[src/rtl/mem_arbiter_if.sv]
// Bundle of the fetch port, data port and memory port shared by the arbiter and its neighbours.
// The arbiter connects through the slave modport; the CPU/memory side uses master.
interface mem_arbiter_if #(
    parameter int ADDR_W = 32,
    parameter int DATA_W = 32
);
    logic              iReq;
    logic [ADDR_W-1:0] instrAddr;
    logic [DATA_W-1:0] instr;
    logic              iValid;
    logic              dReq;
    logic [ADDR_W-1:0] dataAddr;
    logic [DATA_W-1:0] writeData;
    logic              we;
    logic [DATA_W-1:0] readData;
    logic              dValid;
    logic              memReq;
    logic [ADDR_W-1:0] memAddr;
    logic [DATA_W-1:0] memWdata;
    logic              memWe;
    logic              memReady;
    logic [DATA_W-1:0] memRdata;
    logic              busErr;
    logic              errSticky;

    modport slave (
        input  iReq, instrAddr, dReq, dataAddr, writeData, we, memReady, memRdata,
        output instr, iValid, readData, dValid, memReq, memAddr, memWdata, memWe,
        output busErr, errSticky
    );

    modport master (
        output iReq, instrAddr, dReq, dataAddr, writeData, we, memReady, memRdata,
        input  instr, iValid, readData, dValid, memReq, memAddr, memWdata, memWe,
        input  busErr, errSticky
    );
endinterface

[src/rtl/mem_arbiter.sv]
// Fair two-port arbiter for a single-port unified memory (instruction fetch vs. load/store),
// with registered outputs and a watchdog that aborts accesses the memory never completes.
module mem_arbiter #(
    parameter int ADDR_W  = 32,
    parameter int DATA_W  = 32,
    parameter int TIMEOUT = 16
) (
    input  logic         clk,
    input  logic         reset,
    mem_arbiter_if.slave bus
);
    typedef enum logic [1:0] {
        IDLE   = 2'd0,
        BUSY_I = 2'd1,
        BUSY_D = 2'd2
    } state_t;

    localparam logic [DATA_W-1:0] NOP_INSN = DATA_W'(32'h0000_0013);
    localparam logic [31:0]       TO_LAST  = 32'(TIMEOUT - 1);
    localparam logic              GRANT_I  = 1'b0;
    localparam logic              GRANT_D  = 1'b1;

    state_t            state_r, state_nxt_s;
    logic              last_grant_r, last_grant_nxt_s;
    logic [31:0]       count_r, count_nxt_s;
    logic              mem_req_r, mem_req_nxt_s;
    logic [ADDR_W-1:0] mem_addr_r, mem_addr_nxt_s;
    logic [DATA_W-1:0] mem_wdata_r, mem_wdata_nxt_s;
    logic              mem_we_r, mem_we_nxt_s;
    logic [DATA_W-1:0] instr_r, instr_nxt_s;
    logic [DATA_W-1:0] rdata_r, rdata_nxt_s;
    logic              i_valid_r, i_valid_nxt_s;
    logic              d_valid_r, d_valid_nxt_s;
    logic              bus_err_r, bus_err_nxt_s;
    logic              err_sticky_r, err_sticky_nxt_s;
    logic              grant_i_s, grant_d_s, abort_s;

    // On a tie the port that lost the previous grant wins.
    assign grant_i_s = bus.iReq && (!bus.dReq || (last_grant_r == GRANT_D));
    assign grant_d_s = bus.dReq && (!bus.iReq || (last_grant_r == GRANT_I));
    assign abort_s   = !bus.memReady && (TIMEOUT != 0) && (count_r == TO_LAST);

    // State register.
    always_ff @(posedge clk) begin
        if (reset) begin
            state_r <= IDLE;
        end else begin
            state_r <= state_nxt_s;
        end
    end

    // Next-state decode.
    always_comb begin
        state_nxt_s = state_r;
        case (state_r)
            IDLE: begin
                if (grant_i_s) begin
                    state_nxt_s = BUSY_I;
                end else if (grant_d_s) begin
                    state_nxt_s = BUSY_D;
                end else begin
                    state_nxt_s = IDLE;
                end
            end
            BUSY_I, BUSY_D: begin
                if (bus.memReady || abort_s) begin
                    state_nxt_s = IDLE;
                end else begin
                    state_nxt_s = state_r;
                end
            end
            default: state_nxt_s = IDLE;
        endcase
    end

    // Next values of every registered output and of the grant/watchdog bookkeeping.
    always_comb begin
        last_grant_nxt_s = last_grant_r;
        count_nxt_s      = count_r;
        mem_req_nxt_s    = mem_req_r;
        mem_addr_nxt_s   = mem_addr_r;
        mem_wdata_nxt_s  = mem_wdata_r;
        mem_we_nxt_s     = mem_we_r;
        instr_nxt_s      = instr_r;
        rdata_nxt_s      = rdata_r;
        err_sticky_nxt_s = err_sticky_r;
        i_valid_nxt_s    = 1'b0;
        d_valid_nxt_s    = 1'b0;
        bus_err_nxt_s    = 1'b0;
        case (state_r)
            IDLE: begin
                if (grant_i_s) begin
                    mem_req_nxt_s    = 1'b1;
                    mem_addr_nxt_s   = bus.instrAddr;
                    mem_we_nxt_s     = 1'b0;
                    last_grant_nxt_s = GRANT_I;
                    count_nxt_s      = 32'd0;
                end else if (grant_d_s) begin
                    mem_req_nxt_s    = 1'b1;
                    mem_addr_nxt_s   = bus.dataAddr;
                    mem_wdata_nxt_s  = bus.writeData;
                    mem_we_nxt_s     = bus.we;
                    last_grant_nxt_s = GRANT_D;
                    count_nxt_s      = 32'd0;
                end else begin
                    mem_req_nxt_s = 1'b0;
                end
            end
            BUSY_I, BUSY_D: begin
                if (bus.memReady) begin
                    mem_req_nxt_s = 1'b0;
                    if (state_r == BUSY_I) begin
                        i_valid_nxt_s = 1'b1;
                        instr_nxt_s   = bus.memRdata;
                    end else begin
                        d_valid_nxt_s = 1'b1;
                        rdata_nxt_s   = mem_we_r ? rdata_r : bus.memRdata;
                    end
                end else if (abort_s) begin
                    mem_req_nxt_s    = 1'b0;
                    bus_err_nxt_s    = 1'b1;
                    err_sticky_nxt_s = 1'b1;
                    if (state_r == BUSY_I) begin
                        i_valid_nxt_s = 1'b1;
                        instr_nxt_s   = NOP_INSN;
                    end else begin
                        d_valid_nxt_s = 1'b1;
                        rdata_nxt_s   = {DATA_W{1'b0}};
                    end
                end else begin
                    count_nxt_s = count_r + 32'd1;
                end
            end
            default: mem_req_nxt_s = 1'b0;
        endcase
    end

    // Output and bookkeeping registers.
    always_ff @(posedge clk) begin
        if (reset) begin
            last_grant_r <= GRANT_D;
            count_r      <= 32'd0;
            mem_req_r    <= 1'b0;
            mem_addr_r   <= {ADDR_W{1'b0}};
            mem_wdata_r  <= {DATA_W{1'b0}};
            mem_we_r     <= 1'b0;
            instr_r      <= {DATA_W{1'b0}};
            rdata_r      <= {DATA_W{1'b0}};
            i_valid_r    <= 1'b0;
            d_valid_r    <= 1'b0;
            bus_err_r    <= 1'b0;
            err_sticky_r <= 1'b0;
        end else begin
            last_grant_r <= last_grant_nxt_s;
            count_r      <= count_nxt_s;
            mem_req_r    <= mem_req_nxt_s;
            mem_addr_r   <= mem_addr_nxt_s;
            mem_wdata_r  <= mem_wdata_nxt_s;
            mem_we_r     <= mem_we_nxt_s;
            instr_r      <= instr_nxt_s;
            rdata_r      <= rdata_nxt_s;
            i_valid_r    <= i_valid_nxt_s;
            d_valid_r    <= d_valid_nxt_s;
            bus_err_r    <= bus_err_nxt_s;
            err_sticky_r <= err_sticky_nxt_s;
        end
    end

    assign bus.memReq    = mem_req_r;
    assign bus.memAddr   = mem_addr_r;
    assign bus.memWdata  = mem_wdata_r;
    assign bus.memWe     = mem_we_r;
    assign bus.instr     = instr_r;
    assign bus.readData  = rdata_r;
    assign bus.iValid    = i_valid_r;
    assign bus.dValid    = d_valid_r;
    assign bus.busErr    = bus_err_r;
    assign bus.errSticky = err_sticky_r;
endmodule

[src/flat_wrapper.sv]
// flat-port wrapper written by rule: the top's interface ports become plain ports
module mem_arbiter_flat 
#(
    parameter int ADDR_W  = 32,
    parameter int DATA_W  = 32,
    parameter int TIMEOUT = 16
)
  (clk, reset, bus_iReq, bus_instrAddr, bus_dReq, bus_dataAddr, bus_writeData, bus_we, bus_memReady, bus_memRdata, bus_instr, bus_iValid, bus_readData, bus_dValid, bus_memReq, bus_memAddr, bus_memWdata, bus_memWe, bus_busErr, bus_errSticky);
  mem_arbiter_if #(.ADDR_W(ADDR_W), .DATA_W(DATA_W)) bus_i ();
  input  logic clk;
  input  logic reset;
  input wire logic [$bits(bus_i.iReq)-1:0] bus_iReq;
  input wire logic [$bits(bus_i.instrAddr)-1:0] bus_instrAddr;
  input wire logic [$bits(bus_i.dReq)-1:0] bus_dReq;
  input wire logic [$bits(bus_i.dataAddr)-1:0] bus_dataAddr;
  input wire logic [$bits(bus_i.writeData)-1:0] bus_writeData;
  input wire logic [$bits(bus_i.we)-1:0] bus_we;
  input wire logic [$bits(bus_i.memReady)-1:0] bus_memReady;
  input wire logic [$bits(bus_i.memRdata)-1:0] bus_memRdata;
  output wire logic [$bits(bus_i.instr)-1:0] bus_instr;
  output wire logic [$bits(bus_i.iValid)-1:0] bus_iValid;
  output wire logic [$bits(bus_i.readData)-1:0] bus_readData;
  output wire logic [$bits(bus_i.dValid)-1:0] bus_dValid;
  output wire logic [$bits(bus_i.memReq)-1:0] bus_memReq;
  output wire logic [$bits(bus_i.memAddr)-1:0] bus_memAddr;
  output wire logic [$bits(bus_i.memWdata)-1:0] bus_memWdata;
  output wire logic [$bits(bus_i.memWe)-1:0] bus_memWe;
  output wire logic [$bits(bus_i.busErr)-1:0] bus_busErr;
  output wire logic [$bits(bus_i.errSticky)-1:0] bus_errSticky;
  assign bus_i.iReq = bus_iReq;
  assign bus_i.instrAddr = bus_instrAddr;
  assign bus_i.dReq = bus_dReq;
  assign bus_i.dataAddr = bus_dataAddr;
  assign bus_i.writeData = bus_writeData;
  assign bus_i.we = bus_we;
  assign bus_i.memReady = bus_memReady;
  assign bus_i.memRdata = bus_memRdata;
  assign bus_instr = bus_i.instr;
  assign bus_iValid = bus_i.iValid;
  assign bus_readData = bus_i.readData;
  assign bus_dValid = bus_i.dValid;
  assign bus_memReq = bus_i.memReq;
  assign bus_memAddr = bus_i.memAddr;
  assign bus_memWdata = bus_i.memWdata;
  assign bus_memWe = bus_i.memWe;
  assign bus_busErr = bus_i.busErr;
  assign bus_errSticky = bus_i.errSticky;
  mem_arbiter #(.ADDR_W(ADDR_W), .DATA_W(DATA_W), .TIMEOUT(TIMEOUT)) u_core (.clk(clk), .reset(reset), .bus(bus_i));
endmodule
[config.mk]
export PLATFORM = sky130hd
export DESIGN_NAME = mem_arbiter_flat
export DESIGN_NICKNAME = d
export VERILOG_FILES = /design/src/rtl/mem_arbiter_if.sv /design/src/rtl/mem_arbiter.sv /design/src/flat_wrapper.sv
export SDC_FILE = /design/constraint.sdc
export NUM_CORES = 1
export LEC_CHECK = 0
export ABC_AREA = 1
export BUFFER_PORTS_ARGS = -buffer_cell sky130_fd_sc_hd__buf_2
export CAP_MARGIN = 10
export CORE_MARGIN = 2
export CORE_UTILIZATION = 53
export CTS_BUF_LIST = sky130_fd_sc_hd__clkbuf_8
export DETAILED_ROUTE_END_ITERATION = 16
export GPL_TIMING_DRIVEN = 0
export PLACE_DENSITY = 0.83
export SYNTH_ARGS = -nofsm -noshare
export SYNTH_HDL_FRONTEND = slang
export SYNTH_SLANG_ARGS = --single-unit
[constraint.sdc]
create_clock -name clk -period 2.3 [get_ports clk]
set_clock_uncertainty 0.15 [all_clocks]
set_input_delay 0.115 -clock clk [delete_from_list [all_inputs] [get_ports clk]]
set_output_delay 0.115 -clock clk [all_outputs]
set_load 0.01 [all_outputs]
# Yosys cells after proc, flatten, opt, wreduce, memory -nomap -nowiden
# Index checks and enable logic that the tools add are counted.
# classes
mux,36
n_bitwise,5
add_sub_neg,1
n_eq_ne,9
reduce_logical,22
# op_table
operator,n
two-way mux 32 bit,15
case mux 32 bit (2 select lines),1
adder 32 x 1 -> 32 bit (second input constant),1
== test 32 x 4 -> 1 bit (second input constant),1
two-way mux 1 bit,15
AND reduction 3 bit,3
AND reduction 4 bit,2
two-way mux 2 bit,3
inequality test 2 bit (second input constant),3
nonzero test 2 bit,3
NOT 1 bit,5
case mux 2 bit (2 select lines),1
OR reduction 2 bit,2
logical AND 1 bit,3
logical NOT 1 bit,3
logical OR 1 bit,3
inequality test 3 x 1 -> 1 bit (second input constant),1
inequality test 3 x 2 -> 1 bit (second input constant),1
OR reduction 3 bit,1
== test 2 x 1 -> 1 bit (second input constant),1
== test 2 bit (second input constant),1
logical NOT 2 bit,1
inequality test 2 x 1 -> 1 bit (second input constant),1
case mux 1 bit (2 select lines),1
AND reduction 2 bit,1
# word_totals
elab_cells,86
register_bits,169
out_inout_bits,134
in_bits,134

# Longest topological paths before layout
# logic_depth
depth_word,6
ltp_mapped,12
depth_no_buf,12

# Worst setup path before layout
# Ideal clock, no wire load.
# synth_timing
kind,reg-to-reg
startpoint,register u_core.state_r[0]
endpoint,register u_core.count_r[13]
period_less_slack_ps,1993
path_stages_with_launch,12
path_buffers,1
setup_slack_ps,307
setup_time_ps,109
required_time_ps,2041
arrival_time_ps,1735
path_cell_list,dfxtp_1 inv_1 ha_1 inv_1 nor2_1 o21bai_2 nand3_2 nand2_2 buf_2 nand2_1 nand2_1 inv_1
# synth_between
elab_chain_cells,4
word_cells_on_any_way,10
cone_classes,eq/ne (5); mux (1); reduce/logical (4)
# synth_rtl
element,line_no,text
start: declaration,mem_arbiter.sv:23,"state_t state_r, state_nxt_s;"
start signal: assignment,mem_arbiter.sv:48,state_r <= state_nxt_s;
== test 2 x 1 -> 1 bit / == test 2 bit (equally long branches),mem_arbiter.sv:90,case (state_r)
OR reduction 2 bit,mem_arbiter.sv:90,
inequality test 2 bit (no source line) / nonzero test 2 bit (equally long branches),n/a,
AND reduction 4 bit (no source line),n/a,
end signal: assignment,mem_arbiter.sv:155,count_r <= count_nxt_s;
end: declaration,mem_arbiter.sv:25,"logic [31:0] count_r, count_nxt_s;"
# Parallel ways exist; a longest one is shown, timed or not.
# A chain may end at the register's enable or synchronous reset.

# Worst setup path after layout
# layout_timing
startpoint,register u_core.state_r[0]
endpoint,"register u_core.mem_addr_r[19], in the netlist u_core.bus.memAddr[19]"
# layout_between
elab_chain_cells,2
# layout_rtl
element,line_no,text
logical NOT 2 bit,mem_arbiter.sv:90,
AND reduction 2 bit (no source line),n/a,
end signal: assignment,mem_arbiter.sv:144,mem_addr_r <= {ADDR_W{1'b0}};
end signal: assignment,mem_arbiter.sv:157,mem_addr_r <= mem_addr_nxt_s;
end: declaration,mem_arbiter.sv:27,"logic [ADDR_W-1:0] mem_addr_r, mem_addr_nxt_s;"
# No other way between the ends.

==> results.md <==
* HP Class: input pin to flop
* Final HPWL DP at 19.2 mm
* Post-synth cell types at 28
* Max VDD drop at 0.428 mV
* Syn-to-layout area delta at 41.6%
* Worst path cell trace: inv_1 > ha_4 > nand3_2 > nand2_1 > buf_2 > buf_2 > nand3_1 > o211ai_1 > inv_1
* Nets at 1863
* Drt drc at 0
* Chip height at 128 microns
* Gr usage total at 39.4%
* Core Area at 0.0151 sq mm
* Worst EP required at 2.51 ns
* Hold Vio Cnt, Final at 0
* Root Driver: clkbuf_8
* Mapped Nets at 1444
* DRT Pass-1 Iters at 5
* Area of the mapped netlist at 0.00820 sq mm
* Routed Antenna Nets at 0
* Buf/Inv on CP at 4
* Top cells by area, synth: dfxtp_1 (41%), nand2_1 (18%), nor2_1 (11%)
* DIE WIDTH at 128 microns
* # clock sinks at 169
* Design Area, Final at 0.0116 sq mm
* Setup WS post-layout at 0.0986 ns
* Clock tree from TritonCTS: done
* Row cnt at 45
* Fin. max-slew vios at 0
* Worst-Margin Slew at 0.726 ns
* Ys Warns at 0
* Crit path DAT at 2.41 ns
* Clk pin slew, worst setup/hold paths at 0.09 ns
* Initial DRC count at 1084
* First-pass GRT wire length at 51.1 mm
* Final setup vio count at 0
* Yosys top cell by area: dfxtp_1
* Initial Util at 54.1%
* Power Density at 734 mW/mm^2
* Final Cycle Share at 95.7%
* Leakage at 6.24 nW
* Post-Synthesis Cells at 1307
* Clk Latency, worst-skew pair at 0.48 ns
* FILL cells at 1038
* CP max-delay cell: dfxtp_1
* Syn_area_per_cell at 6.27 sq um
* DR WL/cell at 17.1 microns
* Number of global-route vias before repair at 9956
* PortBufs at 266
* Placer Congestion at 0.981
* DR vias/cell at 5.42
* Largest net degree at the start of global routing at 17
* Crit-path max FO at 10
* Num CTS Buffers at 17
* Share of cells above drive strength 1 at 20.2%
* Startpoint types: flop
* Die area at 0.0165 sq mm
* Initial antenna violation count at 0
* H-tree depth at 4
* Grt ovf at 0
* CP Capture Type: flop
* Sequential cell area fraction in the yosys report at 41.3%
* Fmax at 454 MHz
* Final min period at 2.20 ns
* Io pins at 268
* Synthesized flop and latch total at 169
* Crit path max-delay family: buffers and inverters
* CP peak stage delay at 0.34 ns
* Status: finished, final reports clean
* Top cell type's share of synthesized area at 41.3%
* Clk buf depth at 2
* Slew headroom at 51.6%
* Vias at 10400
* Worst Path Class, Setup: flop to flop
* WL final at 32.9 mm
* Max-cap violations at 0
* Dpl cell area at 0.00977 sq mm
* Setup slack at placement at -0.246 ns
-- worst paths after layout --
path,from,to,slack (ns),cells past startpoint
setup / recovery,u_core.state_r[0],u_core.bus.memAddr[19],0.1,9
hold / removal,bus_dReq,u_core.bus.memWdata[0],0.03,4
setup reg to reg,u_core.state_r[0],u_core.bus.memAddr[19],0.1,9
hold reg to reg,u_core.bus.instr[1],u_core.bus.instr[1],0.30,2
-- cell usage in the layout (no fill, tap or decap), types with 8 or more instances in the layout --
cell type and count:
o21ai_0 43, clkbuf_2 8, nor2_1 246, nor3_1 8, nand2_1 394, a21oi_1 18
clkbuf_8 18, nand4_1 36, clkbuf_1 32, inv_1 197, o211ai_1 33, dfxtp_1 167
nand3_1 56, buf_2 275, dlygate4sd3_1 131
-- cells in the mapped netlist, drive strengths merged --
master    n
nand2   396
nor2    253
inv     200
dfxtp   169
nand3    61
o21ai    49
clkbuf   40
nand4    36
o211ai   33
buf      22
a21oi    20
nor3     10
xor2      6
ha        3
a211oi    2
nor4      2
o21bai    2
nand3b    1
or2       1
xnor2     1
-- power breakdown --
part	switching (mW)	internal, mW
sequential	0.234	3.29
combinational	1.83	1.03
clock	1.23	0.911
total	3.29	5.23
-- area by class of cell --
cell class	count	area, sq um	area share, %
plain buffers	62	284	2.45
well taps	188	235	2.03
flip-flops and latches	169	3390	29.2
diodes	1	2.50	0.0216
clock buffers	18	248	2.13
inverters	200	754	6.50
repair buffers	400	2670	23.0
multi-input cells	876	3890	33.5
clock inverters	14	139	1.20
-- cell families after synthesis --
logic type      count (synthesis)  synth area share [%]
buf+inv                       262                  12.3
simple gates                  760                  37.4
xor+xnor                        7                 0.748
fa+ha+maj                       3                 0.458
flops                         169                  41.3
compound gates                106                  7.78
-- metal layers --
metal  up-vias  GRT usage, %  part of all wire (%)
met2       782          63.4                    45
met3       224          9.94                    11
met1      4614          47.2                    38
li1       4823             -                     -
met4         0          25.3                   6.5
met5         -         0.294                     0
-- tightest hold or removal path: stages --
cell and delay (ns):
buf_2 0.14, nand3_2 0.19, o21ai_0 0.10, nor2_1 0.08
-- registers in the layout, summed over array words and instances, names as in the netlist, 2 cells and up --
signal	cells
u_core.bus.instr	32
u_core.bus.memAddr	32
u_core.bus.memWdata	32
u_core.bus.readData	32
u_core.count_r	32
u_core.state_r	2
-- per-stage QoR --
step	setup TNS [ns]	hold slack [ns]	utilization [%]	power, mW	cells
after floorplan	0	0.114	-	4.94	1307
after global placement	-6.16	0.214	64.5	5.82	1761
after detailed placement	-6.79	0.220	64.5	5.86	1761
after CTS	0	0.0137	76.0	8.15	1924
after global routing	-0.0164	0.0463	76.6	8.85	1927
final	0	0.0331	76.7	8.53	1928
-- timing repair --
| action | CTS | global route |
|---|---|---|
| setup buffers | 0 | 3 |
| pin swaps | 0 | 2 |
| resized for setup | 18 | 25 |
| hold buffers | 131 | 0 |
| gates cloned | 0 | 0 |
| hold endpoints to repair | 130 | 0 |
| setup endpoints to repair | 77 | 123 |
Power figures use the tool's default switching activity.
